<file path="src/rtl/sdram_pkg.sv">
// Shared SDRAM definitions: command encodings, error causes, bank state.
// Common to the SDRAM controller and the responder model.
package sdram_pkg;

  // {ras_n,cas_n,we_n} with cs_n=0 prepended
  typedef enum logic [3:0] {
    CMD_LOAD_MODE = 4'b0000,
    CMD_REFRESH   = 4'b0001,
    CMD_PRECHARGE = 4'b0010,
    CMD_ACTIVE    = 4'b0011,
    CMD_WRITE     = 4'b0100,
    CMD_READ      = 4'b0101,
    CMD_BST       = 4'b0110,
    CMD_NOP       = 4'b0111
  } sdram_cmd_e;

  typedef enum logic [2:0] {
    ERR_NONE      = 3'd0,
    ERR_ACT_OPEN  = 3'd1,
    ERR_BANK_IDLE = 3'd2,
    ERR_TRCD      = 3'd3,
    ERR_NOT_IDLE  = 3'd4,
    ERR_BAD_CL    = 3'd5,
    ERR_BAD_BL    = 3'd6
  } sdram_err_e;

  typedef enum logic {
    BANK_IDLE   = 1'b0,
    BANK_ACTIVE = 1'b1
  } bank_state_e;

  localparam logic [12:0] MODE_RST = 13'h020;
  localparam int          RD_DEPTH = 3;

  typedef struct packed {
    logic vld;
    logic oe;
    logic cl3;
  } rd_slot_t;

endpackage

</file>
<file path="src/rtl/sdram_rd_pipe.sv">
// Read return pipeline: tracks in-flight READs and drives dq_out/dq_oe
// on the CAS-latency edge. Data is taken from mem_rdata at issue+2.
module sdram_rd_pipe
  import sdram_pkg::*;
(
  input  logic        clk,
  input  logic        reset,
  input  logic        issue_i,
  input  logic        mask_i,
  input  logic        cl3_i,
  input  logic [15:0] rdata_i,
  output logic        dq_oe_o,
  output logic [15:0] dq_out_o
);

  rd_slot_t [RD_DEPTH:1] pipe_q;
  logic [15:0]           rdata_q;
  logic [15:0]           dq_out_q;
  logic                  dq_oe_q;
  logic                  fire2, fire3;

  // CL per slot so a mode change cannot misalign reads already in flight
  always_comb begin
    fire2 = pipe_q[2].vld & ~pipe_q[2].cl3;
    fire3 = pipe_q[3].vld &  pipe_q[3].cl3;
  end

  always_ff @(posedge clk) begin
    if (reset) begin
      pipe_q   <= '0;
      rdata_q  <= '0;
      dq_out_q <= '0;
      dq_oe_q  <= 1'b0;
    end else begin
      pipe_q   <= {pipe_q[2:1], rd_slot_t'{issue_i, ~mask_i, cl3_i}};
      rdata_q  <= rdata_i;
      dq_oe_q  <= (fire2 & pipe_q[2].oe) | (fire3 & pipe_q[3].oe);
      if (fire2)      dq_out_q <= rdata_i;
      else if (fire3) dq_out_q <= rdata_q;
    end
  end

  assign dq_oe_o  = dq_oe_q;
  assign dq_out_o = dq_out_q;

endmodule

</file>
<file path="src/rtl/sdram_responder.sv">
// SDRAM device-side responder: decodes commands, tracks banks/rows/tRCD,
// maps READ/WRITE onto a simple word memory port and flags protocol errors.
module sdram_responder
  import sdram_pkg::*;
#(
  parameter int ROW_BITS = 13,
  parameter int COL_BITS = 9,
  parameter int TRCD     = 2
) (
  input  logic                             clk,
  input  logic                             reset,
  input  logic                             cs_n,
  input  logic                             ras_n,
  input  logic                             cas_n,
  input  logic                             we_n,
  input  logic [1:0]                       ba,
  input  logic [ROW_BITS-1:0]              a,
  input  logic [1:0]                       dqm,
  input  logic [15:0]                      dq_in,
  output logic [15:0]                      dq_out,
  output logic                             dq_oe,
  output logic [2+ROW_BITS+COL_BITS-1:0]   mem_addr,
  output logic                             mem_we,
  output logic [1:0]                       mem_be,
  output logic [15:0]                      mem_wdata,
  input  logic [15:0]                      mem_rdata,
  output logic [12:0]                      mode_reg,
  output logic [15:0]                      refresh_cnt,
  output logic                             err,
  output logic [2:0]                       err_code
);

  localparam int AW = 2 + ROW_BITS + COL_BITS;
  localparam int TW = $clog2(TRCD + 1) + 1;

  bank_state_e [3:0]               bst_q, bst_d;
  logic [3:0][ROW_BITS-1:0]        row_q, row_d;
  logic [3:0][TW-1:0]              trcd_q, trcd_d;
  logic [12:0]                     mode_q, mode_d;
  logic [15:0]                     ref_q, ref_d;
  logic                            err_q, err_d;
  sdram_err_e                      code_q, code_d, code;
  logic [AW-1:0]                   mem_addr_q, mem_addr_d;
  logic                            mem_we_q, mem_we_d;
  logic [1:0]                      mem_be_q, mem_be_d;
  logic [15:0]                     mem_wdata_q, mem_wdata_d;

  sdram_cmd_e  cmd;
  logic        all_idle, bank_open, trcd_ok, rd_issue;
  logic [2:0]  cl;

  always_comb begin
    cmd       = cs_n ? CMD_NOP : sdram_cmd_e'({1'b0, ras_n, cas_n, we_n});
    all_idle  = 1'b1;
    for (int i = 0; i < 4; i++)
      if (bst_q[i] == BANK_ACTIVE) all_idle = 1'b0;
    cl        = mode_q[6:4];
    bank_open = (bst_q[ba] == BANK_ACTIVE);
    trcd_ok   = (int'(trcd_q[ba]) + 1) >= TRCD;

    bst_d       = bst_q;
    row_d       = row_q;
    mode_d      = mode_q;
    ref_d       = ref_q;
    err_d       = err_q;
    code_d      = code_q;
    mem_addr_d  = mem_addr_q;
    mem_wdata_d = mem_wdata_q;
    mem_we_d    = 1'b0;
    mem_be_d    = 2'b00;
    rd_issue    = 1'b0;
    code        = ERR_NONE;
    for (int i = 0; i < 4; i++)
      trcd_d[i] = (trcd_q[i] < TW'(TRCD)) ? trcd_q[i] + TW'(1) : trcd_q[i];

    case (cmd)
      CMD_ACTIVE: begin
        if (bank_open) code = ERR_ACT_OPEN;
        else begin
          bst_d[ba]  = BANK_ACTIVE;
          row_d[ba]  = a;
          trcd_d[ba] = '0;
        end
      end
      CMD_READ, CMD_WRITE: begin
        mem_addr_d = {ba, row_q[ba], a[COL_BITS-1:0]};
        if (!bank_open)                       code = ERR_BANK_IDLE;
        else if (cmd == CMD_READ &&
                 !(cl == 3'd2 || cl == 3'd3)) code = ERR_BAD_CL;
        else if (!trcd_ok)                    code = ERR_TRCD;
        if (cmd == CMD_WRITE) begin
          mem_we_d    = (dqm != 2'b11);
          mem_be_d    = ~dqm;
          mem_wdata_d = dq_in;
        end else begin
          // a late (tRCD) read is still served; idle-bank / bad-CL reads are not
          rd_issue = (code == ERR_NONE) || (code == ERR_TRCD);
        end
      end
      CMD_PRECHARGE: begin
        if (a[10]) for (int i = 0; i < 4; i++) bst_d[i] = BANK_IDLE;
        else       bst_d[ba] = BANK_IDLE;
      end
      CMD_REFRESH: begin
        if (!all_idle) code = ERR_NOT_IDLE;
        else           ref_d = ref_q + 16'd1;
      end
      CMD_LOAD_MODE: begin
        if (!all_idle) code = ERR_NOT_IDLE;
        else begin
          mode_d = 13'(a);
          if (a[2:0] != 3'b000) code = ERR_BAD_BL;
        end
      end
      default: ;
    endcase

    if (!err_q && code != ERR_NONE) begin
      err_d  = 1'b1;
      code_d = code;
    end
  end

  always_ff @(posedge clk) begin
    if (reset) begin
      for (int i = 0; i < 4; i++) bst_q[i] <= BANK_IDLE;
      row_q       <= '0;
      trcd_q      <= '0;
      mode_q      <= MODE_RST;
      ref_q       <= '0;
      err_q       <= 1'b0;
      code_q      <= ERR_NONE;
      mem_addr_q  <= '0;
      mem_we_q    <= 1'b0;
      mem_be_q    <= 2'b00;
      mem_wdata_q <= '0;
    end else begin
      bst_q       <= bst_d;
      row_q       <= row_d;
      trcd_q      <= trcd_d;
      mode_q      <= mode_d;
      ref_q       <= ref_d;
      err_q       <= err_d;
      code_q      <= code_d;
      mem_addr_q  <= mem_addr_d;
      mem_we_q    <= mem_we_d;
      mem_be_q    <= mem_be_d;
      mem_wdata_q <= mem_wdata_d;
    end
  end

  sdram_rd_pipe u_rd_pipe (
    .clk      (clk),
    .reset    (reset),
    .issue_i  (rd_issue),
    .mask_i   (dqm == 2'b11),
    .cl3_i    (cl == 3'd3),
    .rdata_i  (mem_rdata),
    .dq_oe_o  (dq_oe),
    .dq_out_o (dq_out)
  );

  assign mem_addr    = mem_addr_q;
  assign mem_we      = mem_we_q;
  assign mem_be      = mem_be_q;
  assign mem_wdata   = mem_wdata_q;
  assign mode_reg    = mode_q;
  assign refresh_cnt = ref_q;
  assign err         = err_q;
  assign err_code    = code_q;

endmodule

</file>
<file path="config.mk">
export PLATFORM = sky130hd
export DESIGN_NAME = sdram_responder
export DESIGN_NICKNAME = d
export VERILOG_FILES = /design/src/rtl/sdram_pkg.sv /design/src/rtl/sdram_rd_pipe.sv /design/src/rtl/sdram_responder.sv
export SDC_FILE = /design/constraint.sdc
export NUM_CORES = 1
export LEC_CHECK = 0
export BUFFER_PORTS_ARGS = -buffer_cell sky130_fd_sc_hd__buf_2
export CAP_MARGIN = 10
export CORE_ASPECT_RATIO = 0.6
export CORE_MARGIN = 2
export CORE_UTILIZATION = 49
export DETAILED_ROUTE_END_ITERATION = 6
export GPL_ROUTABILITY_DRIVEN = 0
export PLACE_DENSITY = 0.81
export SYNTH_ARGS = -nofsm -noshare
export SYNTH_HDL_FRONTEND = slang
export SYNTH_SLANG_ARGS = --single-unit
</file>
<file path="constraint.sdc">
create_clock -name clk -period 3.5 [get_ports clk]
set_input_delay 0.175 -clock clk [delete_from_list [all_inputs] [get_ports clk]]
set_output_delay 0.175 -clock clk [all_outputs]
set_load 0.02 [all_outputs]
</file>
After elaboration in Yosys (flattened, before gate mapping):

Cells that the tools add are included.

* bits in registers: 186
* input port bits: 55
* output and inout port bits: 93
* word-level logic and storage cells: 131

* add/subtract/negate cells: 6
* magnitude comparators: 7
* equal/unequal tests: 11
* mux-type cells: 38
* bitwise logic cells: 16
* reduce and logical (&&, ||, !) cells: 21

Operators with widths (count)
* 52-bit bitwise mux: 1
* 3-bit two-way mux: 13
* 16-bit two-way mux: 2
* 13-bit binary-select mux with 2-bit select: 1
* 13-bit demux with 2-bit select: 1
* 13-bit two-way mux: 2
* 12-bit two-way mux: 2
* 16-bit by 1-bit adder with 16-bit output, second input constant: 1
* 3-bit by 2-bit == test with 1-bit output, second input constant: 5
* 3-bit by 1-bit adder with 3-bit output, second input constant: 4
* 12-bit bitwise AND: 1
* 3-bit by 2-bit < comparator with 1-bit output, second input constant: 4
* 12-bit NOT: 1
* 3-bit case mux with 4 select lines: 1
* 2-bit AND reduction: 5
* 4-bit two-way mux: 2
* 4-bit case mux with 2 select lines: 1
* 1-bit two-way mux: 7
* 3-bit binary-select mux with 2-bit select: 1
* 3-bit demux with 2-bit select: 1
* 3-bit == test, second input constant: 2
* 3-bit nonzero test: 2
* 3-bit OR reduction: 2
* 1-bit NOT: 5
* other kinds (23): 32

Depth between registers and ports, before layout:

Gate-level depths: netlist (run 1).

* depth in word-level cells: 11
* mapped depth: 8
* depth with buffers taken out: 5

By module:

From an unflattened synthesis (run 1), not the netlist that was laid out.

* cells, all modules: 775
* area total of the unflattened synthesis: 7626.1 µm²

By module, submodules not included
* sdram_responder: times used 1, cells an instance 623, area each 5911.9 µm², seq. area each 2882.8 µm²
* sdram_rd_pipe: times used 1, cells an instance 152, area each 1714.1 µm², seq. area each 840.8 µm²

Worst setup path before layout (run 1):

Ideal clock, no wire load.

* path kind: register to register
* start point: register bst_q[3] (netlist name)
* end point: register row_q[10] (netlist name)
* setup time: 0.128 ns
* arrival time: 2.015 ns
* required time: 3.372 ns
* slack: 1.357 ns
* cell stages (with the launch flop): 7
* path buffers: 1
* clock period less this slack: 2.143 ns
* cells stage by stage: dfxtp_1 > mux4_2 > or3_4 > nor3_4 > buf_6 > mux2i_1 > nor2_1

* longest elaborated chain between the ends: 4

RTL lines
* from (decl): RTL line sdram_responder.sv:36 `bank_state_e [3:0] bst_q, bst_d;`
* from (signal assigned): RTL line sdram_responder.sv:138 `bst_q <= bst_d;`
* 1-bit binary-select mux with 2-bit select: RTL line sdram_responder.sv:58 `bank_open = (bst_q[ba] == BANK_ACTIVE);`
* 1-bit two-way mux (not written as such): RTL line sdram_responder.sv:58
* 1-bit NOT (no line)
* 2-bit AND reduction (no line)
* to (signal assigned): RTL line sdram_responder.sv:139 `row_q <= row_d;`
* to (decl): RTL line sdram_responder.sv:37 `logic [3:0][ROW_BITS-1:0] row_q, row_d;`

No other way between the ends. The select of a mux whose other input is x is not followed.
A chain may end at the register's enable or synchronous reset.

Worst setup path after layout (run 1):

* start point: register bst_q[1] (netlist name)
* end point: register row_q[10] (netlist name)

The elaborated chain is that of the path after synthesis.

==> results.toml, run 1 <==
[status]
outcome = "finished clean"

[power]
power_frac_comb_pct = 9.3
p_int_mw = 3.560
power_leakage_nw = 3.649
switching_share_pct = 24.80
clkPwrFrac_pct = 42.7
p_per_area_nw_per_um2 = 521.5
ir_drop_mv = 0.2560
power_mw = 4.734
seqPwrFrac_pct = 47.9
p_sw_mw = 1.174

[synthesis]
synth-compound-area-share_pct = 8.528
syn-instance-count = 781
synth_top_cell_area_share_pct = 51.17
synthSimpleGateAreaFrac_pct = 20.75
yosysMostFrequentCell = "dfxtp_1"
synth_fa_ha_area_share_pct = 0.8597
synth_top_family_by_area = "simple AND/OR/NAND/NOR gates"
synth_area_leaders = "dfxtp_1 51%, mux2i_1 8.5%, nor2_1 5.6%, nand2_1 5.5%, a21oi_1 4.4%"
muxShareOfSynthArea_pct = 13.02
avgSynthCellArea_um2 = 9.318
async_reset_ff_share_pct = 0
synth_edf_count = 0
yosysTopAreaCell = "dfxtp_1"
synthesis.area_um2 = 7277
yosys_warnings = 0
yosys-top-cells-count = "186 x dfxtp_1, 109 x nor2_1, 107 x nand2_1"
synth_seq_cells = 186
synth_xor_xnor_area_share_pct = 1.685
ys_types = 52
ys_seq_area_share_pct = 51.17
synth_ff_type = "dfxtp_1"
syn-num-nets = 841

[clock_tree]
numCtsBuffers = 17
numClockSinks = 186
ctsHtreeMaxLevel = 4
cts-root-buf = "clkbuf_16"
post-cts-setup-buffers = 0
clkTransAtPathRegs_ps = 70
clk-insertion-delay-late_ps = 430
cts_tree = "built"
post_cts_resized = 0
cts_buffer_depth = 2

[placed_design]
post-dp-hpwl_mm = 11.42
port_buffers = 147

[detailed_routing]
routed_wl_mm = 17.88
drc = 0
vias = 6041
routedWlPerCell_um = 15.60
first_pass_iters = 5
ant_nets = 0
drt_iter0_markers = 398
vias_per_cell = 5.271

[global_routing]
overflow = 0
track_usage_pct = 22.66
grt_pass1_wl_mm = 29.04
first_global_vias = 5731
antenna_found_initial = 1
grt_max_degree = 103

[sta]
clock.fmax_mhz = 410.7
min_period_ps = 2435
setup_violations = 0
tns_ps = 0
period_share_pct = 69.57
worst_pin_slew_ps = 1217
hold_violations = 0
maxSlewHeadroom_pct = 18.88
rsz0062_at_grt = "no"
finalClockSkew_ps = 10.80
slew_violations = 0

[floorplan]
io_pins = 148
die_h_um = 98.40
die_w_um = 161.3
dieArea_um2 = 15870
fp.coreArea_um2 = 14510
start_util_pct = 50.16
rows = 34

[worst_setup_path]
worstSetupEndpointType = "flop"
required_ps = 3800
worstRegToRegCells = 6
critPathArrivalTime_ps = 2740
reg2reg_setup_slack_ps = 1060
r2r-end = "row_q[10]$_SDFFE_PP0P_"
crit_path_start_kind = "flop"
regToRegStartpoint = "bst_q[1]$_SDFFE_PP0P_"
critPathKind = "reg -> reg"
path_max_fanout = 9

[layout]
drive_gt1_share_pct = 23.00
top_register = "row_q"
utilization_pct = 62.58
area_growth_pct = 24.76
largest_reg_flops = 52
multi_input_area_um2 = 3271
seqCellArea_um2 = 3724
layout.nets = 995
n_antenna_cell = 0
fill_cells = 1196

[run]
drv_cap = 0

[min_path]
worstHoldStart = "mem_rdata[15]"
holdPathStages = 2
min_to = "u_rd_pipe.rdata_q[15]$_SDFF_PP0_"
hold_class = "in -> reg"
==> critical path, cell delays in order (launching register included) <==
cell and delay [ps]:
dfxtp_1 340, mux4_2 510, or3_4 460, nor3_4 400, buf_4 310, mux2i_1 240
nor2_1 60
==> power by group through the flow <==
stage | Clock (mW) | Sequential, mW | Combinational, mW
finish | 2.02 | 2.27 | 0.441
global route | 2.15 | 2.28 | 0.484
CTS | 2.05 | 2.27 | 0.435
detailed placement | 0 | 2.31 | 0.404
global placement | 0 | 2.31 | 0.395
floorplan | 0 | 2.32 | 0.265
==> how the worst max path moves through the flow <==
stage	from	to	cells after the start
6_report	bst_q[1]$_SDFFE_PP0P_	row_q[10]$_SDFFE_PP0P_	6
2_1_floorplan	bst_q[3]$_SDFFE_PP0P_	row_q[10]$_SDFFE_PP0P_	6
5_1_grt	bst_q[0]$_SDFFE_PP0P_	row_q[6]$_SDFFE_PP0P_	6
3_5_place_dp	ba[1]	row_q[9]$_SDFFE_PP0P_	7
3_3_place_gp	ba[1]	row_q[9]$_SDFFE_PP0P_	7
4_1_cts	bst_q[0]$_SDFFE_PP0P_	row_q[10]$_SDFFE_PP0P_	6
==> cells in the final DEF (no fill, tap or decap), drive strengths merged, types with 7 or more instances in the layout <==
master / n
buf: 156
nand2b: 7
xnor2: 10
dfxtp: 186
nand3: 23
mux4: 14
mux2i: 62
a311oi: 16
a21oi: 64
nor2: 110
inv: 21
o21ai: 8
dlygate4sd3: 33
nor2b: 27
nand2: 107
nor3: 22
clkbuf: 18
==> final cells by class <==
class / count / share of cell area [%]
Clock inverter: 14 / 2.040
Multi-Input combinational cell: 525 / 36.03
Inverter: 16 / 0.6615
Timing Repair Buffer: 189 / 12.69
Tap cell: 198 / 2.729
Sequential cell: 186 / 41.01
Clock buffer: 18 / 4.837
==> stage by stage <==
| stage | hold WS (ps) | instance area (um^2) | instances | setup WS [ps] |
|---|---|---|---|---|
| 4_1_cts | 1.434 | 9079 | 1146 | 1085 |
| 2_1_floorplan | 254.3 | 7277 | 781 | 1357 |
| 3_5_place_dp | 359.6 | 8124 | 1081 | 943.3 |
| 6_report | 12.33 | 9079 | 1146 | 1065 |
| 3_3_place_gp | 355.4 | 8124 | 1081 | 999.9 |
| 5_1_grt | 9.419 | 9079 | 1146 | 984.2 |
==> cells by family (layout without fill, tap and decap cells) <==
group / after synthesis / after routing
adder cells (fa/ha/maj): 5 / 5
AO/OA/AOI/OAI: 102 / 102
XOR/XNOR: 14 / 14
buffers and inverters: 70 / 237
AND/OR/NAND/NOR: 327 / 327
flip-flops: 186 / 186
multiplexers: 77 / 77
==> metal layers <==
metal / vias up / part of all wire (%) / track usage (%)
li1: 2974 / - / -
met1: 2845 / 49 / 32.12
met2: 198 / 44 / 35.24
met3: 22 / 6.4 / 5.140
met4: 2 / 1.2 / 5.632
met5: - / 0.062 / 0
==> repair_timing <==
item,in CTS,in global routing
endpoints found under the setup margin,0,0
hold buffers,33,0
hold endpoints to repair,34,0
Note: power is estimated with default switching activity, not from simulation.
==> run 2: changes to the inputs <==
ABC_AREA = 1   (was unset)
PLACE_DENSITY = 0.84   (was 0.81)
clock period = 2.2 ns   (was 3.5 ns; I/O delays follow)
==> results.toml, run 2 <==
[global_routing]
antenna_found_initial = 2
grt_max_degree = 72
first_global_vias = 6624
track_usage_pct = 25.87
grt_pass1_wl_mm = 32.93
overflow = 0

[layout]
mostFrequentLayoutCell = "dfxtp_1"
fill_cells = 1222
largest_reg_flops = 52
layout.cells.most_common_list = "186 x dfxtp_1, 147 x buf_2, 142 x a21oi_1, 135 x nor2_1, 91 x o21ai_0"
multi_input_area_um2 = 2861
top_register = "row_q"
final_area_um2 = 8991
stdcell_count = 1278
drive_gt1_share_pct = 19.93
area_growth_pct = 25.45
layout.nets = 1127
seqCellArea_um2 = 3724

[clock_tree]
clk-insertion-delay-late_ps = 420
clkTransAtPathRegs_ps = 70
cts_tree = "built"
numClockSinks = 186
post-cts-setup-buffers = 0
ctsHtreeMaxLevel = 4
numCtsBuffers = 17
cts-root-buf = "clkbuf_16"
cts_buffer_depth = 2

[synthesis]
yosys-top-cells-count = "186 x dfxtp_1, 142 x a21oi_1, 136 x nor2_1"
syn-num-nets = 957
synthesis.area_um2 = 7167
ys_types = 40
yosysTopAreaCell = "dfxtp_1"
synth_area_leaders = "dfxtp_1 52%, a21oi_1 9.9%, nor2_1 7.1%, o21ai_0 6.4%, inv_1 4.7%"
syn-instance-count = 897
async_reset_ff_share_pct = 0
synth_edf_count = 0
yosys_warnings = 0
ys_seq_area_share_pct = 51.96
yosysMostFrequentCell = "dfxtp_1"
synth_ff_type = "dfxtp_1"
synth_top_cell_area_share_pct = 51.96
synth_seq_cells = 186
avgSynthCellArea_um2 = 7.990

[detailed_routing]
routed_wl_mm = 20.08
ant_nets = 0
first_pass_iters = 5
drc = 0
vias_per_cell = 5.371
vias = 6864
drt_iter0_markers = 577
routedWlPerCell_um = 15.71

[sta]
maxSlewHeadroom_pct = 46.10
rsz0062_at_grt = "no"
period_share_pct = 85.42
tns_ps = 0
finalClockSkew_ps = 10.57
slew_violations = 0
setup_violations = 0
clock.fmax_mhz = 532.1
hold_violations = 0
worst_hold_slack_ps = 17.74
min_period_ps = 1879
worst_pin_slew_ps = 808.5

[power]
p_per_area_nw_per_um2 = 830.3
ir_drop_mv = 0.5166
power_mw = 7.465
power_leakage_nw = 3.936

[run]
drv_cap = 0

[status]
outcome = "finished clean"

[worst_setup_path]
worstSetupEndpointType = "flop"
crit_start = "bst_q[2]$_SDFFE_PP0P_"
regToRegStartpoint = "bst_q[2]$_SDFFE_PP0P_"
critPathArrivalTime_ps = 2160
required_ps = 2480
crit_path_start_kind = "flop"
critPathKind = "reg -> reg"
path_max_fanout = 6

[floorplan]
die_w_um = 160.1
fp.coreArea_um2 = 14380
start_util_pct = 49.84
dieArea_um2 = 15640
rows = 34
io_pins = 148
die_h_um = 97.68

[placed_design]
place_inst = 1210
placed_area_um2 = 8058
post-dp-hpwl_mm = 12.73
port_buffers = 147

[min_path]
worstHoldStart = "we_n"
hold_class = "in -> reg"
==> run 2: cell count changes in the layout (fill, tap and decap cells not counted), sizes merged, moves of 27 or more <==
cell   previous run  this run
nor2            110       143
a21oi            64       142
inv              21        95
nand2           107        80
o21ai             8        91
mux2i            62         0
nor2b            27         0
==> run 2: what timing repair did <==
item | in CTS | in global routing
hold endpoints to repair | 37 | 0
hold buffers | 36 | 0
gates resized for setup | 0 | 1
setup endpoints to repair | 0 | 1
==> run 2: where the power goes <==
part           internal, mW  switching (mW)
clock network          1.70            1.29
logic                 0.316           0.517
registers              3.53           0.111
total                  5.55            1.91
==> run 2: cell type report <==
cell class                 instances  share of cell area (%)
sequential                       186                   41.41
timing repair buffer             198                   13.58
inverter                          97                   4.077
antenna                            1                 0.02783
tap                              198                   2.755
clock inverter                    10                   1.308
clock buffer                      21                   5.010
multi-input combinational        567                   31.83
==> run 2: path summary, 6_finish.rpt <==
| kind | slack (ps) | to | cells after the start |
|---|---|---|---|
| worst max-delay path | 320 | refresh_cnt[13]$_SDFFE_PP0P_ | 10 |
| worst min-delay path | 20 | u_rd_pipe.pipe_q[2]$_SDFF_PP0_ | 3 |
| worst max register to register | 320 | refresh_cnt[13]$_SDFFE_PP0P_ | 10 |
| worst min register to register | 420 | u_rd_pipe.pipe_q[5]$_SDFF_PP0_ | 2 |
==> run 2: cell families after synthesis <==
group / count (synthesis) / synth area share, %
compound gates: 280 / 21.53
fa+ha+maj: 5 / 0.8729
simple gates: 277 / 16.88
buf+inv: 144 / 8.153
xor+xnor: 5 / 0.6110
flops: 186 / 51.96
==> run 2: through the flow <==
stage	worst slack (ps)	utilization (%)
floorplan	622.7	-
global placement	331.1	56.04
detailed placement	230.9	56.04
CTS	262.5	62.50
global route	90.34	62.53
finish	320.7	62.53
==> run 2: critical path: stages (launching register included) <==
cell and delay [ps]:
dfxtp_1 310, inv_1 130, nand3_1 100, nor2_2 200, nand3_2 190, inv_1 200
nand4_1 150, nor2_1 150, nand2_1 90, xor2_1 160, nor2_1 50
==> run 2: per-layer routing <==
metal	vias to the layer above	wire length [um]	GRT usage, %
met2	282	9030	40.89
met3	31	1833	7.896
met4	0	314	6.653
met1	3206	8898	34.69
met5	-	0	0
li1	3345	-	-
